[src/rtl/matrix_loader_p.sv]
// rtl/matrix_loader_p.sv - parametrised two-operand matrix loader with dimension checks and registered read port
// Optional feature macro: MATRIX_LOADER_COMPAT_CHK_EN (when defined, C1 must equal R2; mismatch reports error code 2)
module matrix_loader_p #(
  parameter int DATA_W  = 4,
  parameter int MAX_DIM = 2,
  parameter int DIM_W   = $clog2(MAX_DIM + 1)
) (
  input  logic              CLK,
  input  logic              RST,
  input  logic [DATA_W-1:0] in_data,
  input  logic              in_hdr,
  input  logic              in_valid,
  output logic              in_ready,
  output logic [DIM_W-1:0]  R1,
  output logic [DIM_W-1:0]  C1,
  output logic [DIM_W-1:0]  R2,
  output logic [DIM_W-1:0]  C2,
  output logic              loaded,
  output logic              err,
  output logic [1:0]        err_code,
  input  logic              rd_sel,
  input  logic [DIM_W-1:0]  rd_row,
  input  logic [DIM_W-1:0]  rd_col,
  output logic [DATA_W-1:0] rd_data
);

  localparam int DEPTH  = MAX_DIM * MAX_DIM;
  localparam int ADDR_W = (DEPTH > 1) ? $clog2(DEPTH) : 1;
  localparam logic [DIM_W-1:0] MAX_D = DIM_W'(MAX_DIM);
  localparam logic [DIM_W-1:0] ONE_D = DIM_W'(1);

  typedef enum logic [2:0] {S_HDR, S_CHK, S_M1, S_M2, S_DONE, S_ERR} state_t;

  state_t              state;
  state_t              state_nx;
  logic [1:0]          hdr_cnt;
  logic [DIM_W-1:0]    row;
  logic [DIM_W-1:0]    col;
  logic [DATA_W-1:0]   mem1 [DEPTH];
  logic [DATA_W-1:0]   mem2 [DEPTH];

  logic                beat;
  logic                restart;
  logic                err_set;
  logic [1:0]          code_nx;
  logic                dim_bad;
  logic [DIM_W-1:0]    hdr_word;
  logic [DIM_W-1:0]    cur_r;
  logic [DIM_W-1:0]    cur_c;
  logic                last_col;
  logic                last_row;
  logic                last_elem;
  logic [ADDR_W-1:0]   wr_addr;
  logic [DIM_W-1:0]    rd_dr;
  logic [DIM_W-1:0]    rd_dc;
  logic                rd_ok;
  logic [ADDR_W-1:0]   rd_addr;
  logic                unused_hdr_bits;

  // Header words carry the dimension in the low bits; the rest of the word is don't-care.
  assign hdr_word        = in_data[DIM_W-1:0];
  assign unused_hdr_bits = ^in_data;

  assign beat    = in_valid && in_ready;
  assign restart = beat && in_hdr && ((state == S_DONE) || (state == S_ERR));

  assign dim_bad = (R1 == '0) || (R1 > MAX_D) || (C1 == '0) || (C1 > MAX_D) ||
                   (R2 == '0) || (R2 > MAX_D) || (C2 == '0) || (C2 > MAX_D);

  // Element counters walk the active matrix in row-major order.
  assign cur_r     = (state == S_M2) ? R2 : R1;
  assign cur_c     = (state == S_M2) ? C2 : C1;
  assign last_col  = (col == cur_c - ONE_D);
  assign last_row  = (row == cur_r - ONE_D);
  assign last_elem = last_col && last_row;
  assign wr_addr   = ADDR_W'(row) * ADDR_W'(MAX_DIM) + ADDR_W'(col);

  // Reads outside the captured dimensions (or the physical array) return zero.
  assign rd_dr   = rd_sel ? R2 : R1;
  assign rd_dc   = rd_sel ? C2 : C1;
  assign rd_ok   = (rd_row < rd_dr) && (rd_col < rd_dc) && (rd_row < MAX_D) && (rd_col < MAX_D);
  assign rd_addr = ADDR_W'(rd_row) * ADDR_W'(MAX_DIM) + ADDR_W'(rd_col);

  // State register.
  always_ff @(posedge CLK) begin
    if (RST) begin
      state <= S_HDR;
    end else begin
      state <= state_nx;
    end
  end

  // Next-state decode, including which error code to latch on entry to ERR.
  always_comb begin
    state_nx = state;
    err_set  = 1'b0;
    code_nx  = 2'd0;
    case (state)
      S_HDR: begin
        if (beat) begin
          if (in_hdr) begin
            if (hdr_cnt == 2'd3) begin
              state_nx = S_CHK;
            end
          end else if (hdr_cnt != 2'd0) begin
            state_nx = S_ERR;
            err_set  = 1'b1;
            code_nx  = 2'd3;
          end
        end
      end
      S_CHK: begin
        if (dim_bad) begin
          state_nx = S_ERR;
          err_set  = 1'b1;
          code_nx  = 2'd1;
        end
`ifdef MATRIX_LOADER_COMPAT_CHK_EN
        else if (C1 != R2) begin
          state_nx = S_ERR;
          err_set  = 1'b1;
          code_nx  = 2'd2;
        end
`endif
        else begin
          state_nx = S_M1;
        end
      end
      S_M1, S_M2: begin
        if (beat) begin
          if (in_hdr) begin
            state_nx = S_ERR;
            err_set  = 1'b1;
            code_nx  = 2'd3;
          end else if (last_elem) begin
            state_nx = (state == S_M1) ? S_M2 : S_DONE;
          end
        end
      end
      S_DONE, S_ERR: begin
        if (restart) begin
          state_nx = S_HDR;
        end
      end
      default: state_nx = S_HDR;
    endcase
  end

  // Handshake and status outputs are pure functions of the state.
  always_comb begin
    in_ready = (state != S_CHK);
    loaded   = (state == S_DONE);
    err      = (state == S_ERR);
  end

  // Header capture, element counters and sticky error code.
  always_ff @(posedge CLK) begin
    if (RST) begin
      hdr_cnt  <= 2'd0;
      row      <= '0;
      col      <= '0;
      R1       <= '0;
      C1       <= '0;
      R2       <= '0;
      C2       <= '0;
      err_code <= 2'd0;
    end else begin
      if (err_set) begin
        err_code <= code_nx;
      end else if (restart) begin
        err_code <= 2'd0;
      end
      case (state)
        S_HDR: begin
          if (beat && in_hdr) begin
            case (hdr_cnt)
              2'd0:    R1 <= hdr_word;
              2'd1:    C1 <= hdr_word;
              2'd2:    R2 <= hdr_word;
              default: C2 <= hdr_word;
            endcase
            hdr_cnt <= hdr_cnt + 2'd1;
          end
        end
        S_CHK: begin
          row <= '0;
          col <= '0;
        end
        S_M1, S_M2: begin
          if (beat && !in_hdr) begin
            if (last_col) begin
              col <= '0;
              row <= last_row ? '0 : row + ONE_D;
            end else begin
              col <= col + ONE_D;
            end
          end
        end
        default: begin
          if (restart) begin
            R1      <= hdr_word;
            hdr_cnt <= 2'd1;
          end
        end
      endcase
    end
  end

  // Operand storage and registered read port; a same-edge read sees the pre-write value.
  always_ff @(posedge CLK) begin
    if (RST) begin
      for (int i = 0; i < DEPTH; i++) begin
        mem1[i] <= '0;
        mem2[i] <= '0;
      end
      rd_data <= '0;
    end else begin
      if ((state == S_M1) && beat && !in_hdr) begin
        mem1[wr_addr] <= in_data;
      end
      if ((state == S_M2) && beat && !in_hdr) begin
        mem2[wr_addr] <= in_data;
      end
      rd_data <= rd_ok ? (rd_sel ? mem2[rd_addr] : mem1[rd_addr]) : '0;
    end
  end

endmodule

[config.mk]
export PLATFORM = sky130hd
export DESIGN_NAME = matrix_loader_p
export DESIGN_NICKNAME = d
export VERILOG_FILES = /design/src/rtl/matrix_loader_p.sv
export SDC_FILE = /design/constraint.sdc
export NUM_CORES = 1
export LEC_CHECK = 0
export ABC_AREA = 1
export CAP_MARGIN = 20
export CORE_ASPECT_RATIO = 0.75
export CORE_MARGIN = 8
export CORE_UTILIZATION = 45
export DETAILED_ROUTE_END_ITERATION = 10
export PLACE_DENSITY = 0.78
export SETUP_SLACK_MARGIN = 0.2
export SLEW_MARGIN = 20
export SYNTH_ARGS = -nofsm -noshare
export SYNTH_HDL_FRONTEND = slang
export SYNTH_SLANG_ARGS = --single-unit
[constraint.sdc]
create_clock -name CLK -period 3.8 [get_ports CLK]
set_clock_uncertainty 0.05 [all_clocks]
set_input_delay 0.38 -clock CLK [delete_from_list [all_inputs] [get_ports CLK]]
set_output_delay 0.38 -clock CLK [all_outputs]
set_load 0.02 [all_outputs]
Word level (Yosys, flattened, before mapping)
Memory sizes are Yosys's and may differ from the RTL's.
Cells that the tools add are included.
{"block": "totals", "regBits": 23, "elab_cells": 157, "mem_bits_rw": 32, "in_bits": 13, "rom_bits": 0, "latchBits": 0, "memories": 2, "out_inout_bits": 17}
{"block": "op_classes", "n_eq_ne": 21, "bitwise_logic": 3, "n_div": 0, "add_sub_neg": 7, "n_reduce_logical": 46, "multipliers": 0, "shifts": 0, "n_mux": 60, "n_lt_le_gt_ge": 8}
{"name": "mem1", "words": 4, "width": 4, "read_ports": 1, "rd_ports_with_merged_regs": 0, "write_ports": 4, "line_no": "39", "rtl": "logic [DATA_W-1:0] mem1 [DEPTH];"}
{"name": "mem2", "words": 4, "width": 4, "read_ports": 1, "rd_ports_with_merged_regs": 0, "write_ports": 4, "line_no": "40", "rtl": "logic [DATA_W-1:0] mem2 [DEPTH];"}
{"operator": "2-bit 2-to-1 mux", "n": 23}
{"operator": "3-bit 2-to-1 mux", "n": 10}
{"operator": "1-bit 2-to-1 mux", "n": 17}
{"operator": "2-bit case mux with 2 select lines", "n": 4}
{"operator": "3-bit AND reduction", "n": 5}
{"operator": "1-bit logical AND", "n": 12}
{"operator": "4-bit 2-to-1 mux", "n": 3}
{"operator": "2-bit inequality test (second input constant)", "n": 6}
{"operator": "3-bit case mux with 4 select lines", "n": 1}
{"operator": "2-bit zero test", "n": 5}
{"operator": "3-bit inequality test (second input constant)", "n": 3}
{"operator": "2-bit greater-than comparator (second input constant)", "n": 4}
{"operator": "1-bit logical OR", "n": 8}
{"operator": "2-bit nonzero test", "n": 4}
{"operator": "4-bit OR reduction", "n": 2}
{"operator": "2-bit by 1-bit adder with 2-bit output (second input constant)", "n": 3}
{"operator": "3-bit by 2-bit equality test with 1-bit output (second input constant)", "n": 2}
{"operator": "3-bit equality test (second input constant)", "n": 2}
{"operator": "2-bit case mux with 3 select lines", "n": 1}
{"operator": "6-bit AND reduction", "n": 1}
{"operator": "2-bit OR reduction", "n": 3}
{"operator": "3-bit OR reduction", "n": 2}
{"operator": "2-bit adder", "n": 2}
{"operator": "2-bit equality test", "n": 2}
{"operator": "other kinds (14)", "n": 20}

Logic depth before layout (Yosys ltp)
Gate-level depths: netlist of the first run.
{"block": "depth", "depth_word": 11, "depth_mapped": 14}

Worst setup path after synthesis of the first run
Ideal clock, no wire load.
{"block": "synth_path", "path_type": "register to register", "start": "register row[0]", "end": "memory mem1[2][0] (enable)", "stages_incl_launch_ff": 4, "t_arrival_ps": 1492, "period_less_slack_ps": 1903, "setup_time_ps": 362, "path_slack_ps": 1897, "cell_sequence": "dfxtp_1 > xor2_1 > nand2_1 > o21ai_0"}
{"element": "start: declaration", "line_no": "37", "rtl": "logic [DIM_W-1:0] row;"}
{"element": "start signal: assignment", "line_no": "193", "rtl": "row <= last_row ? '0 : row + ONE_D;"}
{"element": "end: declaration", "line_no": "39"}

==> results of run 1 <==
-- power by group --
part           total, uW  switching (uW)  leakage (uW)  internal (uW)
sequential           774            81.9      0.000517            692
combinational        641             422      0.000765            219
clock                341             192     0.0000474            149
-- critical path, cell delays in order --
cell and delay, ps:
clkdlybuf4s50_1 590, inv_1 570, nand3_2 310, nor2_1 190, nand2_1 130, nand2_1 180
-- metal layers --
metal  vias to the layer above  track usage  share of wire
li1                       1249            -              -
met1                      1129       0.2169           0.46
met2                        86       0.2243           0.43
met3                        11      0.04419          0.087
met4                         0      0.04709          0.016
met5                         -            0              0
-- path summary, 6_finish.rpt --
path / cells past startpoint / endpoint / startpoint / slack, ps
max: 6 / mem1[1][1] / RST / 1410
max reg2reg: 3 / mem1[2][1] / row[0] / 1420
min reg2reg: 2 / err_code[0] / err_code[0] / 460
min: 2 / err_code[0] / err_code[0] / 460
-- stage by stage --
stage	hold WS (ps)	setup slack, ps
floorplan	419.3	1897
global placement	432.0	1224
detailed placement	440.4	1125
CTS	468.5	1463
global route	493.1	1210
finish	458.6	1412
-- kinds of logic after synthesis --
logic type | Yosys count | synth area share
flops | 55 | 0.4853
xor+xnor | 3 | 0.008972
simple gates | 162 | 0.2546
fa+ha+maj | 7 | 0.02990
compound gates | 77 | 0.1589
buf+inv | 46 | 0.06237
-- flip-flops by register name, summed over array words and instances, names as in the netlist, 3 cells and up --
signal and cells:
mem1 16, mem2 16, rd_data 4, state 3
-- cell type report --
cell class                      count  area, um2
Clock buffer                        6      82.58
Fill cell                         563       2902
Timing Repair Buffer               29      290.3
Tap cell                           81      101.3
Inverter                           39      148.9
Clock inverter                      2      16.27
Multi-Input combinational cell    249       1325
Sequential cell                    55       1421
-- cell usage in the layout, fill, tap and decap left out, drive strengths merged, types with 2 or more instances in the layout --
| master | n |
|---|---|
| nor2 | 65 |
| nand2 | 64 |
| o21ai | 40 |
| inv | 37 |
| edfxtp | 32 |
| clkdlybuf4s50 | 29 |
| dfxtp | 23 |
| a21oi | 19 |
| nand3 | 14 |
| nor3 | 11 |
| nand4 | 7 |
| o221a | 7 |
| ha | 7 |
| clkbuf | 6 |
| o211ai | 3 |
| clkinv | 3 |
| xnor2 | 2 |
| a211oi | 2 |
| o21bai | 2 |
==> results by group, run 1 <==
Outcome
  – Outcome: finished, final reports clean

Place
  – Placed Instances: between 400 and 500
  – DP HPWL: between 5000 and 6000 um
  – Post-place instance area: 3287 um2
  – I/O Buffers: 29
  – GP Congestion: 0.8659

Global route
  – All-Layer GR Usage: 0.1553
  – Vias in the first global route: 2,340
  – Congestion Overflow GR: 0
  – Initial antenna violation count: 0
  – Largest net degree at the start of global routing: 24
  – First-pass GRT wire length: approximately 11,000 um

Floorplanning
  – Core area: between 6000 and 7000 um2
  – Die height: 85.87 um
  – Std cell rows: 25
  – Top-level port count: 30
  – Die width: around 110 um
  – Initial Util: 0.4659
  – Die ar.: around 9400 um2

Synthesis
  – Area share of the largest cell type after synthesis: 0.3281
  – Number of flops mapped to enable cells by yosys: 32
  – Synth cell count leaders: nand2_1 (61), nor2_1 (60), o21ai_0 (38), inv_1 (33), edfxtp_1 (32)
  – Synth Register Bits: 55
  – Register area share after synthesis: 0.4853
  – Count leader, synth: nand2_1
  – Mapped Avg Cell Area: between 8 and 9 um2
  – Yosys top cell by area: edfxtp_1
  – FFs w/ async S/R, synth: 0
  – Post-synth net total: 370
  – Synth area leaders: edfxtp_1 (33%), dfxtp_1 (16%), nand2_1 (7.8%), nor2_1 (7.7%), o21ai_0 (6.5%)
  – Warnings, synthesis: 0
  – Top_reg_cell synth: edfxtp_1
  – Post-Syn Area: 2929 um2
  – Cell variety after synth: 38
  – Synth Instances: 350

STA
  – Endpoints failing hold: 0
  – Fin Setup TNS: 0 ps
  – Max Clk Rate: 0.4187 GHz
  – Worst-Margin Slew: 685.2 ps
  – Pins Over Slew Limit: 0
  – Fin crit period: between 2000 and 2500 ps
  – RSZ-0062 raised after global routing: no
  – Rel. slew slack: 0.5384
  – Final setup fails: 0
  – Crit share post-route: 0.6285

Cells and area
  – Finished Cell Area: about 3400 um2
  – Final core utilization: 0.5385
  – Layout cells sized above 1: 0.09211
  – Final Instance Count excl. Fillers: 461
  – N_diodes: 0
  – Final Net Count: 399
  – P&R area growth vs syn: 15.59%

Clock network
  – CTS tree: built
  – Post CTS Setup Buffer Count: 0
  – H-tree levels: 2
  – PostCTS Resize Cnt: 0
  – Max Root-Sink Buffers: 2
  – Clock latency on the worst-skew pair: 310 ps
  – Total CTS buffers: 5
  – Hold_buf cts: 0
  – CTS Sinks: between 50 and 60
  – Clock transition at the registers of the reported paths: ~90 ps
  – Root buffer cell: clkbuf_8

Detailed routing
  – Vias: 2,475
  – WL/cell: between 10 and 15 um
  – Via/cell ratio: 5.369
  – # DRC: 0
  – DRT Pass-1 Iters: 5
  – Initial DRC Count: 264
  – DRT Wirelength: 6800 um
  – ANT nets after route: 0

Critical path
  – Crit path launch type: input port
  – Worst EP arrival: around 2400 ps
  – Crit Path Class: in -> reg
  – Crit-path max FO: 23
  – WP data required: 3760 ps
  – Crit end category: flip-flop

Power
  – Final Power: 1756 uW
  – Pwr dens: just over 500 nW/um2
  – Leak Pwr: 0.001329 uW
  – Peak VDD IR: 0.4215 mV

Worst hold path
  – Hold Crit Class: reg -> reg

Job
  – Max-cap violations: 0
No activity file was read; power rests on OpenSTA's default activity.
==> run 2, diff against run 1 <==
Clock period 3.8 ns to 2.5 ns, I/O delays scaled along.
==> results by group, run 2 (synthesis gave the netlist of run 1 again) <==
Power
  – Clk network pwr share: 0.189
  – Internal: 1603 uW
  – Switch Pwr: between 1000 and 1500 uW
  – Logic pwr share: 0.369
  – Sequential power share: 0.442
  – Sw frac: 0.4044
  – Peak VDD IR: 0.5985 mV
  – Final Power: approximately 2700 uW
  – Leak Pwr: 0.001351 uW
  – Pwr dens: 789.5 nW/um2

Floorplanning
  – Die width: 109.2 um
  – Die height: 85.87 um
  – Initial Util: 0.4659
  – Core area: 6287 um2
  – Top-level port count: 30
  – Std cell rows: 25
  – Die ar.: 9374 um2

Clock network
  – Clock transition at the registers of the reported paths: 110 ps
  – Max Root-Sink Buffers: 2
  – Root buffer cell: clkbuf_8
  – Clock latency on the worst-skew pair: 310 ps
  – Total CTS buffers: 5
  – H-tree levels: 2
  – Post CTS Setup Buffer Count: 0
  – Hold_buf cts: 0
  – PostCTS Resize Cnt: 0
  – CTS tree: built
  – CTS Sinks: 55

STA
  – Worst-Margin Slew: 576.4 ps
  – Max Clk Rate: 0.4634 GHz
  – Fin Setup TNS: 0 ps
  – Endpoints failing hold: 0
  – Pins Over Slew Limit: 0
  – Final setup fails: 0
  – Crit share post-route: 0.8632
  – Rel. slew slack: 0.6117
  – RSZ-0062 raised after global routing: no
  – Fin crit period: 2158 ps

Critical path
  – Worst setup startpoint: state[0]
  – Worst EP arrival: 1860 ps
  – Crit Path Class: reg -> out
  – R2R Path End: mem1[1][3]
  – Crit-path max FO: 11
  – Reg2Reg Depth: 8
  – Crit path launch type: flip-flop
  – Crit end category: output pin
  – Reg2Reg Setup Slack: about 410 ps
  – CP endpoint: err
  – R2r startpoint: state[1]
  – Max stage delay on crit path: 630 ps
  – Crit path cell chain: nand2_1, nor2_1, clkdlybuf4s50_1
  – WP data required: 2200 ps
  – Slowest stage cell, crit path: clkdlybuf4s50_1

Detailed routing
  – Metal-1 WL: around 3400 um
  – DRT Pass-1 Iters: 5
  – WL/cell: 14.85 um
  – Routed length on met2: 2982 um
  – Vias: 2,500
  – Via/cell ratio: 5.376
  – ANT nets after route: 0
  – # DRC: 0
  – Wire length on met3: roughly 500 um
  – Initial DRC Count: around 220
  – DR top layer: met4
  – DRT Wirelength: 6905 um

Global route
  – First-pass GRT wire length: 11,120 um
  – Largest net degree at the start of global routing: 23
  – All-Layer GR Usage: 0.1499
  – Vias in the first global route: 2,242
  – Congestion Overflow GR: 0
  – Initial antenna violation count: 0

Cells and area
  – Filler cells: roughly 560
  – Layout cells sized above 1: 0.1016
  – Most frequent cells in the layout: nand2_1 (61), nor2_1 (60), o21ai_0 (38)
  – P&R area growth vs syn: 16.36%
  – Most common cell after layout, fill and taps aside: nand2_1
  – Largest regs: mem1 (16), mem2 (16), rd_data (4)
  – Final Net Count: 403
  – N_diodes: 0

Job
  – Max-cap violations: 0

Place
  – GP Congestion: between 0.8 and 0.9
  – DP HPWL: 5236 um
  – I/O Buffers: 29

Worst hold path
  – Hold Crit Class: reg -> reg
  – Hold path start: err_code[0]

Outcome
  – Outcome: finished, final reports clean
==> run 2: how the worst min path moves through the flow <==
stage	endpoint	depth (start not counted)
after global routing	err_code[0]	2
after detailed placement	err_code[0]	2
final	err_code[0]	2
after CTS	err_code[0]	2
after global placement	err_code[0]	2
after floorplan	C1[0]	2
==> run 2: power groups by stage <==
stage	combinational [uW]	sequential, uW	clock [uW]
2_1_floorplan	726	1180	0
3_3_place_gp	960	1210	0
3_5_place_dp	977	1210	0
4_1_cts	985	1180	513
5_1_grt	1110	1200	552
6_report	992	1190	509
==> run 2: layer usage <==
layer,vias up,GRT usage
li1,1256,-
met1,1155,0.2121
met2,85,0.2254
met3,4,0.03371
met4,0,0.03346
met5,-,0
==> run 2: cell type report <==
cell class	count	area, um2	share of cell area
Clock buffer	5	68.82	0.02019
Timing Repair Buffer	33	320.3	0.09398
Tap cell	81	101.3	0.02974
Sequential cell	55	1421	0.4170
Clock inverter	3	22.52	0.006608
Multi-Input combinational cell	249	1325	0.3888
Inverter	39	148.9	0.04369
==> run 2: through the flow <==
| stage | hold WS (ps) | std cells | utilization | cell area [um2] | setup slack [ps] |
|---|---|---|---|---|---|
| finish | 442.3 | 465 | 0.5421 | 3408 | 341.9 |
| floorplan | 390.8 | 350 | - | 2929 | 596.7 |
| global placement | 422.4 | 457 | 0.5276 | 3317 | 262.8 |
| detailed placement | 429.7 | 457 | 0.5276 | 3317 | 258.4 |
| global route | 470.7 | 465 | 0.5421 | 3408 | 234.3 |
| CTS | 451.0 | 465 | 0.5421 | 3408 | 350.7 |
==> run 2: critical path: cells and delay by family (launching register included) <==
family                 cells  cell delay, ps
and+or+nand+nor            2             320
DFF                        1             600
buffers and inverters      1             630
